===== config.mk =====
export PLATFORM = sky130hd
export DESIGN_NAME = dsp_mac_sequencer
export DESIGN_NICKNAME = d
export VERILOG_FILES = /design/src/rtl/dsp_mac_sequencer.sv
export SDC_FILE = /design/constraint.sdc
export NUM_CORES = 1
export LEC_CHECK = 0
export CAP_MARGIN = 20
export CORE_ASPECT_RATIO = 0.6
export CORE_UTILIZATION = 45
export DETAILED_ROUTE_END_ITERATION = 8
export PLACE_DENSITY = 0.7
export SYNTH_ARGS = -nofsm -noshare
export SYNTH_HDL_FRONTEND = slang
export SYNTH_SLANG_ARGS = --single-unit
export TNS_END_PERCENT = 30

===== constraint.sdc =====
create_clock -name clk -period 1.68 [get_ports clk]
set_input_delay 0.336 -clock clk [delete_from_list [all_inputs] [get_ports clk]]
set_output_delay 0.336 -clock clk [all_outputs]
set_load 0.05 [all_outputs]

===== src/rtl/dsp_mac_sequencer.sv =====
// Sequences a DSP48A1-style slice through P = +/-sum(A*B); opmode/ce_p trail each accept by OPM_LAT cycles.
// Backpressure: in_ready is high only while collecting samples; the source stalls freely via in_valid.
module dsp_mac_sequencer #(
  parameter int LEN_W   = 8,
  parameter int OPM_LAT = 2,
  parameter bit SUB     = 1'b0
) (
  input  logic             clk,
  input  logic             rst,
  input  logic             start,
  input  logic [LEN_W-1:0] len,
  input  logic             in_valid,
  output logic             in_ready,
  output logic             ce_ab,
  output logic [7:0]       opmode,
  output logic             ce_p,
  output logic             busy,
  output logic             done
);

  typedef enum logic [2:0] {S_IDLE, S_RUN, S_CLEAR, S_DRAIN, S_DONE} state_t;

  localparam logic [OPM_LAT-1:0] PEND_MASK = OPM_LAT'((64'd1 << (OPM_LAT - 1)) - 64'd1);
  localparam logic [7:0]         SUB_BIT   = SUB ? 8'h80 : 8'h00;

  state_t             state_q, state_d;
  logic [LEN_W-1:0]   len_q, len_d;
  logic [LEN_W-1:0]   count_q, count_d;
  // Token pipeline as bit-slices; index OPM_LAT-1 is the stage presented to the slice.
  logic [OPM_LAT-1:0] tv_q, tf_q, tc_q;
  logic               push_v, push_f, push_c;
  logic               accept, pending;

  assign in_ready = (state_q == S_RUN);
  assign accept   = in_valid & in_ready;
  assign ce_ab    = accept;
  assign busy     = (state_q != S_IDLE);
  assign done     = (state_q == S_DONE);
  assign pending  = |(tv_q & PEND_MASK);

  always_comb begin
    state_d = state_q;
    len_d   = len_q;
    count_d = count_q;
    push_v  = 1'b0;
    push_f  = 1'b0;
    push_c  = 1'b0;
    case (state_q)
      S_IDLE: begin
        if (start) begin
          len_d   = len;
          count_d = '0;
          state_d = (len == '0) ? S_CLEAR : S_RUN;
        end
      end
      S_RUN: begin
        if (accept) begin
          push_v  = 1'b1;
          push_f  = (count_q == '0);
          count_d = count_q + LEN_W'(1);
          if (count_q == len_q - LEN_W'(1)) state_d = S_DRAIN;
        end
      end
      S_CLEAR: begin
        push_v  = 1'b1;
        push_c  = 1'b1;
        state_d = S_DRAIN;
      end
      // The output-stage op is clocked into P on the same edge that leaves DRAIN.
      S_DRAIN: if (!pending) state_d = S_DONE;
      S_DONE:  state_d = S_IDLE;
      default: state_d = S_IDLE;
    endcase
  end

  always_ff @(posedge clk) begin
    if (rst) begin
      state_q <= S_IDLE;
      len_q   <= '0;
      count_q <= '0;
      tv_q    <= '0;
      tf_q    <= '0;
      tc_q    <= '0;
    end else begin
      state_q <= state_d;
      len_q   <= len_d;
      count_q <= count_d;
      tv_q    <= OPM_LAT'({tv_q, push_v});
      tf_q    <= OPM_LAT'({tf_q, push_f});
      tc_q    <= OPM_LAT'({tc_q, push_c});
    end
  end

  always_comb begin
    opmode = 8'h00;
    ce_p   = tv_q[OPM_LAT-1];
    if (tv_q[OPM_LAT-1] && !tc_q[OPM_LAT-1])
      opmode = (tf_q[OPM_LAT-1] ? 8'h01 : 8'h09) | SUB_BIT;
  end

endmodule


==> run_results.csv, run 1 <==
group,metric,value,unit
grt,antenna_found_initial,0,
hold_path,hp-class,"in -> reg",
final_layout,fillers,254,
clock_network,tritoncts,"built",
grt,grt_util_all_layers,20.7,%
setup_path,crit_arrival,1.27,ns
placement,dp_slack,-0.318,ns
clock_network,cts.clk_slew.worst_paths,0.09,ns
final_layout,nNetsFinal,208,
grt,overflow,0,
sta,setup_viol,0,
sta,final.period_utilization,95.7,%
clock_network,htree_levels,1,
floorplan,rows,15,
placement,gp_congestion,0.827,
floorplan,die_x,74.3,um
job,drv_cap,0,
grt,grt_pass1_wl,5130,um
setup_path,required,1.34,ns
logic_synthesis,ys_async_sr_fraction,0,%
route,drt-wirelength-per-cell,13.5,um
logic_synthesis,synth_area_per_cell,8.61,sq um
logic_synthesis,ys_ff_latch,25,
sta,clock.fmax,622,MHz
clock_network,cts.sinks,25,
route,detail-route-antenna-nets,0,
power,leakage,0.760,nW
clock_network,clk_path_buf_depth,2,
final_layout,syn2layout_area_growth,30.8,%
power,power_density,773,mW/mm^2
final_layout,most-common-layout-cells,"dfxtp_1 (22), nand2_1 (20), buf_4 (17)",
route,avgViaCountPerCell,5.15,
logic_synthesis,synth_ff_type,"dfxtp_1",
sta,fin_crit,1.61,ns
route,routed_wl,3170,um
clock_network,clock_latency,0.27,ns
setup_path,cp_max_fo,9,
sta,grt_setup_unrepaired,"false",
setup_path,critical_path_class,"reg -> out",
clock_network,cts_inserted_buffers,3,
sta,skew,0.00797,ns
sta,setup_ws,0.0725,ns
floorplan,start_util,48.2,%
clock_network,cts_root_buf,"clkbuf_8",
logic_synthesis,synthCells,164,
setup_path,endpoint_kind,"output pin",
route,vias,1204,
route,dr.pass1.iters,4,
floorplan,die_h,45.4,um
power,design_power_total,1.43,mW
grt,grt_pass1_vias,1102,
logic_synthesis,synth_edf_count,0,
logic_synthesis,syn_area,0.00141,sq mm
floorplan,die-area,0.00337,sq mm
final_layout,drive_gt1_share,22.9,%
final_layout,final_common_cell,"dfxtp_1",
route,drt_iter0_markers,61,
setup_path,cp-start-kind,"register",
route,post-route-drc-count,0,
final_layout,diodes,0,
placement,place_area,0.00175,sq mm
logic_synthesis,ys_seq_area_share,35.4,%
outcome,status,"complete, no violations",
grt,grt_max_degree,15,
floorplan,ios,25,
sta,timing.hold.ws,0.383,ns
logic_synthesis,yosys_warnings,0,
sta,hold_viol_final,0,
placement,hpwl,2480,um
power,irDropWorstVdd,0.000524,V
floorplan,core_area,0.00293,sq mm
final_layout,fin_util,63.1,%
final_layout,final_area,0.00185,sq mm
logic_synthesis,synth_cell_types,42,
sta,slew_violations,0,
placement,io_buffers,18,
Yosys cell counts, types with 4 or more instances:
cell | n | area (sq um)
xor2_1 | 7 | 61.3
nor2_1 | 11 | 41.3
inv_1 | 6 | 22.5
buf_4 | 9 | 67.6
xnor2_1 | 9 | 78.8
a21oi_1 | 12 | 60.1
nand2_1 | 20 | 75.1
nor2b_1 | 6 | 37.5
nand2b_1 | 4 | 25.0
dfxtp_1 | 25 | 500
nand3_1 | 6 | 30.0
cells by family after synthesis:
group           share of synthesized area [%]
buf+inv                                  9.03
flops                                    35.4
mux                                      1.42
xor+xnor                                 9.92
other cells                             0.265
compound gates                           12.3
simple gates                             29.0
fa+ha+maj                                2.66
path summary, 6_finish.rpt:
path,startpoint,to,slack [ns],depth (start not counted)
setup reg to reg,len_q[0]$_SDFFE_PP0P_,state_q[1]$_SDFFE_PP0P_,0.12,7
setup / recovery,state_q[2]$_SDFFE_PP0P_,ce_ab,0.07,4
hold reg to reg,tf_q[0]$_SDFF_PP0_,tf_q[1]$_SDFF_PP0_,0.44,1
hold / removal,len[1],len_q[1]$_SDFFE_PP0P_,0.38,3
layout make-up:
class | count | area [sq um] | area share [%]
clock inverter | 1 | 5.00 | 0.271
multi-input combinational | 123 | 845 | 45.7
inverter | 6 | 22.5 | 1.22
clock buffer | 3 | 41.3 | 2.23
timing repair buffer | 34 | 373 | 20.2
tap | 42 | 52.6 | 2.84
sequential | 25 | 509 | 27.6
critical path, stage by stage, from the launching register on:
cell and delay, ns:
dfxtp_4 0.38, nand2b_1 0.17, nor2_2 0.11, and2_4 0.19, buf_12 0.14
registers in the layout, indices dropped and copies added, names as in the netlist:
name / cells
count_q: 8
len_q: 8
state_q: 3
tc_q: 2
tf_q: 2
tv_q: 2
layer usage:
layer	GRT usage (%)	routed length, um
met3	5.75	169
met5	0	0
met1	28.8	1570
met4	6.42	38
met2	31.5	1390
what timing repair did:
item                       CTS  global route
hold buffers                 0             0
buffers inserted             0             1
setup endpoints to repair    2             5
gates resized for setup      2            15
pin swaps                    1             5
where the power goes:
part | switching, mW | internal (mW) | leakage (nW)
Sequential | 0.0317 | 0.618 | 0.205
Combinational | 0.224 | 0.185 | 0.529
Clock | 0.203 | 0.166 | 0.0255
Total | 0.459 | 0.969 | 0.760
stage by stage:
stage / std cells / TNS (ns)
3_5_place_dp: 229 / -2.32
5_1_grt: 234 / 0
4_1_cts: 233 / 0
6_report: 234 / 0
2_1_floorplan: 169 / -0.124
3_3_place_gp: 229 / -1.82
(Power assumes the default switching activity.)
==> run 2, diff against run 1 <==
Settings changed: ABC_AREA set to 1, CORE_UTILIZATION 45 to 52, PLACE_DENSITY 0.7 to 0.78, TNS_END_PERCENT 30 to 1.
==> run 2 against run 1 <==
Compared with the run above: clock power is 2% lower; final area grew 0.54%; first-iteration DRC count increased by 72%; clock skew fell by 0.0069 ns; sequential power is 5.4% higher; synthesized cell count is 34% higher; register-to-register slack lost 0.02 ns; synthesized area is 5.0% higher; die area is 8.8% lower; non-clock buffer count down 7; maximum frequency is 2.6% lower; flip-flop and latch count did not move; critical path type unchanged.
==> run_results.csv, run 2 <==
group,metric,value,unit
sta,fin_crit,1.65,ns
power,clock_power_share,22.4,%
setup_path,critical_path_class,"reg -> out",
power,power_density,869,mW/mm^2
power,p_int,1.03,mW
route,drt_iter0_markers,105,
power,irDropWorstVdd,0.000534,V
logic_synthesis,synth.largest_area_cell,"dfxtp_1",
floorplan,rows,14,
route,vias,1355,
final_layout,diodes,0,
grt,antenna_found_initial,0,
final_layout,register_area,508,sq um
floorplan,core_area,0.00261,sq mm
sta,skew,0.00108,ns
sta,grt_setup_unrepaired,"true",
final_layout,final_common_cell,"nand2_1",
grt,overflow,0,
placement,hpwl,2430,um
setup_path,cp-start-kind,"register",
job,drv_cap,0,
sta,clock.fmax,606,MHz
logic_synthesis,synth_cell_types,31,
final_layout,most-common-layout-cells,"nand2_1 (41), inv_1 (32), nor2_1 (24)",
sta,hold_viol_final,0,
power,switching_power,0.585,mW
grt,grt_max_degree,15,
logic_synthesis,ys_ff_latch,25,
clock_network,clk_path_buf_depth,2,
floorplan,die_x,71.0,um
logic_synthesis,synth_area_per_cell,6.78,sq um
clock_network,cts_root_buf,"clkbuf_8",
final_layout,syn2layout_area_growth,25.2,%
floorplan,die-area,0.00308,sq mm
route,avgViaCountPerCell,4.91,
final_layout,nNetsFinal,260,
logic_synthesis,netlist.area_leader.share,33.7,%
floorplan,die_h,43.4,um
route,drt-wirelength-per-cell,11.2,um
grt,grt_pass1_vias,1119,
route,detail-route-antenna-nets,0,
floorplan,start_util,56.9,%
clock_network,cts_inserted_buffers,3,
power,leakage,0.843,nW
clock_network,cts.sinks,25,
clock_network,tritoncts,"built",
clock_network,ctsHoldBuffers,0,
power,switching_share,36.2,%
setup_path,crit_arrival,1.31,ns
logic_synthesis,yosysMostFrequentCell,"nand2_1",
sta,fin_setup_tns,0,ns
grt,grt_util_all_layers,22.1,%
final_layout,multi_input_area,837,sq um
logic_synthesis,synth_ff_type,"dfxtp_1",
power,sequentialPowerShare,42.3,%
logic_synthesis,ys_async_sr_fraction,0,%
final_layout,top_regs,"count_q x8, len_q x8, state_q x3",
outcome,status,"complete, no violations",
sta,final.period_utilization,98.3,%
grt,grt_pass1_wl,5170,um
route,post-route-drc-count,0,
hold_path,hp-class,"reg -> reg",
clock_network,cts.clk_slew.worst_paths,0.09,ns
setup_path,required,1.34,ns
placement,gp_congestion,0.833,
placement,io_buffers,18,
sta,slew_violations,0,
power,power_frac_comb,35.2,%
logic_synthesis,yosys_warnings,0,
logic_synthesis,syn_area,0.00148,sq mm
clock_network,clock_latency,0.27,ns
route,routed_wl,3090,um
logic_synthesis,synth_edf_count,0,
setup_path,cp_max_fo,4,
final_layout,fillers,218,
clock_network,htree_levels,1,
setup_path,endpoint_kind,"output pin",
sta,setup_ws,0.0293,ns
logic_synthesis,synthTopCellsByCount,"nand2_1 (43), inv_1 (34), nor2_1 (27)",
placement,dp_slack,-0.0156,ns
sta,setup_viol,0,
final_layout,drive_gt1_share,17.6,%
route,dr.pass1.iters,4,
logic_synthesis,yosys-top-cells-area,"dfxtp_1 (34%), nand2_1 (11%), inv_1 (8.6%), nor2_1 (6.8%), nand3_1 (6.1%)",
floorplan,ios,25,
logic_synthesis,synthCells,219,
logic_synthesis,ys_seq_area_share,33.7,%
==> run 2: cell types whose count changed after synthesis, sizes merged, moves of 6 or more <==
cell   change
o21ai      +8
inv       +29
nand2     +24
nor2      +18
nand3     +12
nor2b      -6
==> run 2: routing by layer <==
| metal | routed length [um] | vias up | global-route usage (%) |
|---|---|---|---|
| li1 | - | 735 | - |
| met1 | 1720 | 574 | 35.5 |
| met2 | 1150 | 41 | 29.0 |
| met3 | 198 | 5 | 5.58 |
| met4 | 23 | 0 | 4.80 |
| met5 | 0 | - | 0 |
==> run 2: cell families after synthesis <==
kind of cell | synth area share (%)
xor gates and xnor gates | 5.90
and+or+nand+nor | 34.4
AOI/OAI and AO/OA | 9.70
buffers and inverters | 13.5
DFF | 33.7
adders and majority gates | 2.53
other | 0.253
==> run 2: final timing paths <==
check | slack, ns | end | from | cells after the start
setup / recovery | 0.03 | ce_ab | state_q[0]$_SDFFE_PP0P_ | 5
hold / removal | 0.40 | tc_q[1]$_SDFF_PP0_ | tc_q[0]$_SDFF_PP0_ | 2
setup reg to reg | 0.10 | state_q[0]$_SDFFE_PP0P_ | len_q[0]$_SDFFE_PP0P_ | 15
hold reg to reg | 0.40 | tc_q[1]$_SDFF_PP0_ | tc_q[0]$_SDFF_PP0_ | 2
==> run 2: final cells by class <==
cell class              count  area share (%)
multi-input cells         153            45.1
flip-flops and latches     25            27.3
repair buffers             27            15.8
inverters                  35            7.21
clock buffers               3            2.22
well taps                  32            2.15
clock inverters             1           0.269
==> run 2: per-stage QoR <==
| stage | instances | total power [mW] | instance area, sq um | util, % | hold slack [ns] |
|---|---|---|---|---|---|
| detailed placement | 270 | 1.23 | 1770 | 67.8 | 0.392 |
| finish | 276 | 1.62 | 1860 | 71.2 | 0.403 |
| global placement | 270 | 1.22 | 1770 | 67.8 | 0.391 |
| CTS | 274 | 1.59 | 1820 | 69.6 | 0.404 |
| floorplan | 224 | 1.06 | 1520 | - | 0.388 |
| global route | 276 | 1.71 | 1860 | 71.2 | 0.443 |
==> run 2: power groups by stage <==
stage / logic [mW] / clock network [mW] / registers, mW
finish: 0.569 / 0.362 / 0.684
global placement: 0.531 / 0 / 0.690
global route: 0.636 / 0.389 / 0.688
detailed placement: 0.535 / 0 / 0.691
floorplan: 0.381 / 0 / 0.684
CTS: 0.540 / 0.368 / 0.678
==> run 2: critical path: stages, from the launching register on <==
cell and delay [ns]:
dfxtp_4 0.39, inv_4 0.05, nor3_4 0.22, inv_2 0.10
nor2_4 0.14, buf_12 0.15
==> run 2: timing repair <==
action,4_1_cts,5_1_grt
buffers inserted,0,2
pin swaps,0,3
setup endpoints to repair,1,4
resized for setup,2,12
==> run 3, diff against run 2 <==
Settings changed: CAP_MARGIN 20 to 30.
==> results of run 3 <==
Same layout as run 2: the final DEF is identical, and so are final timing and power.
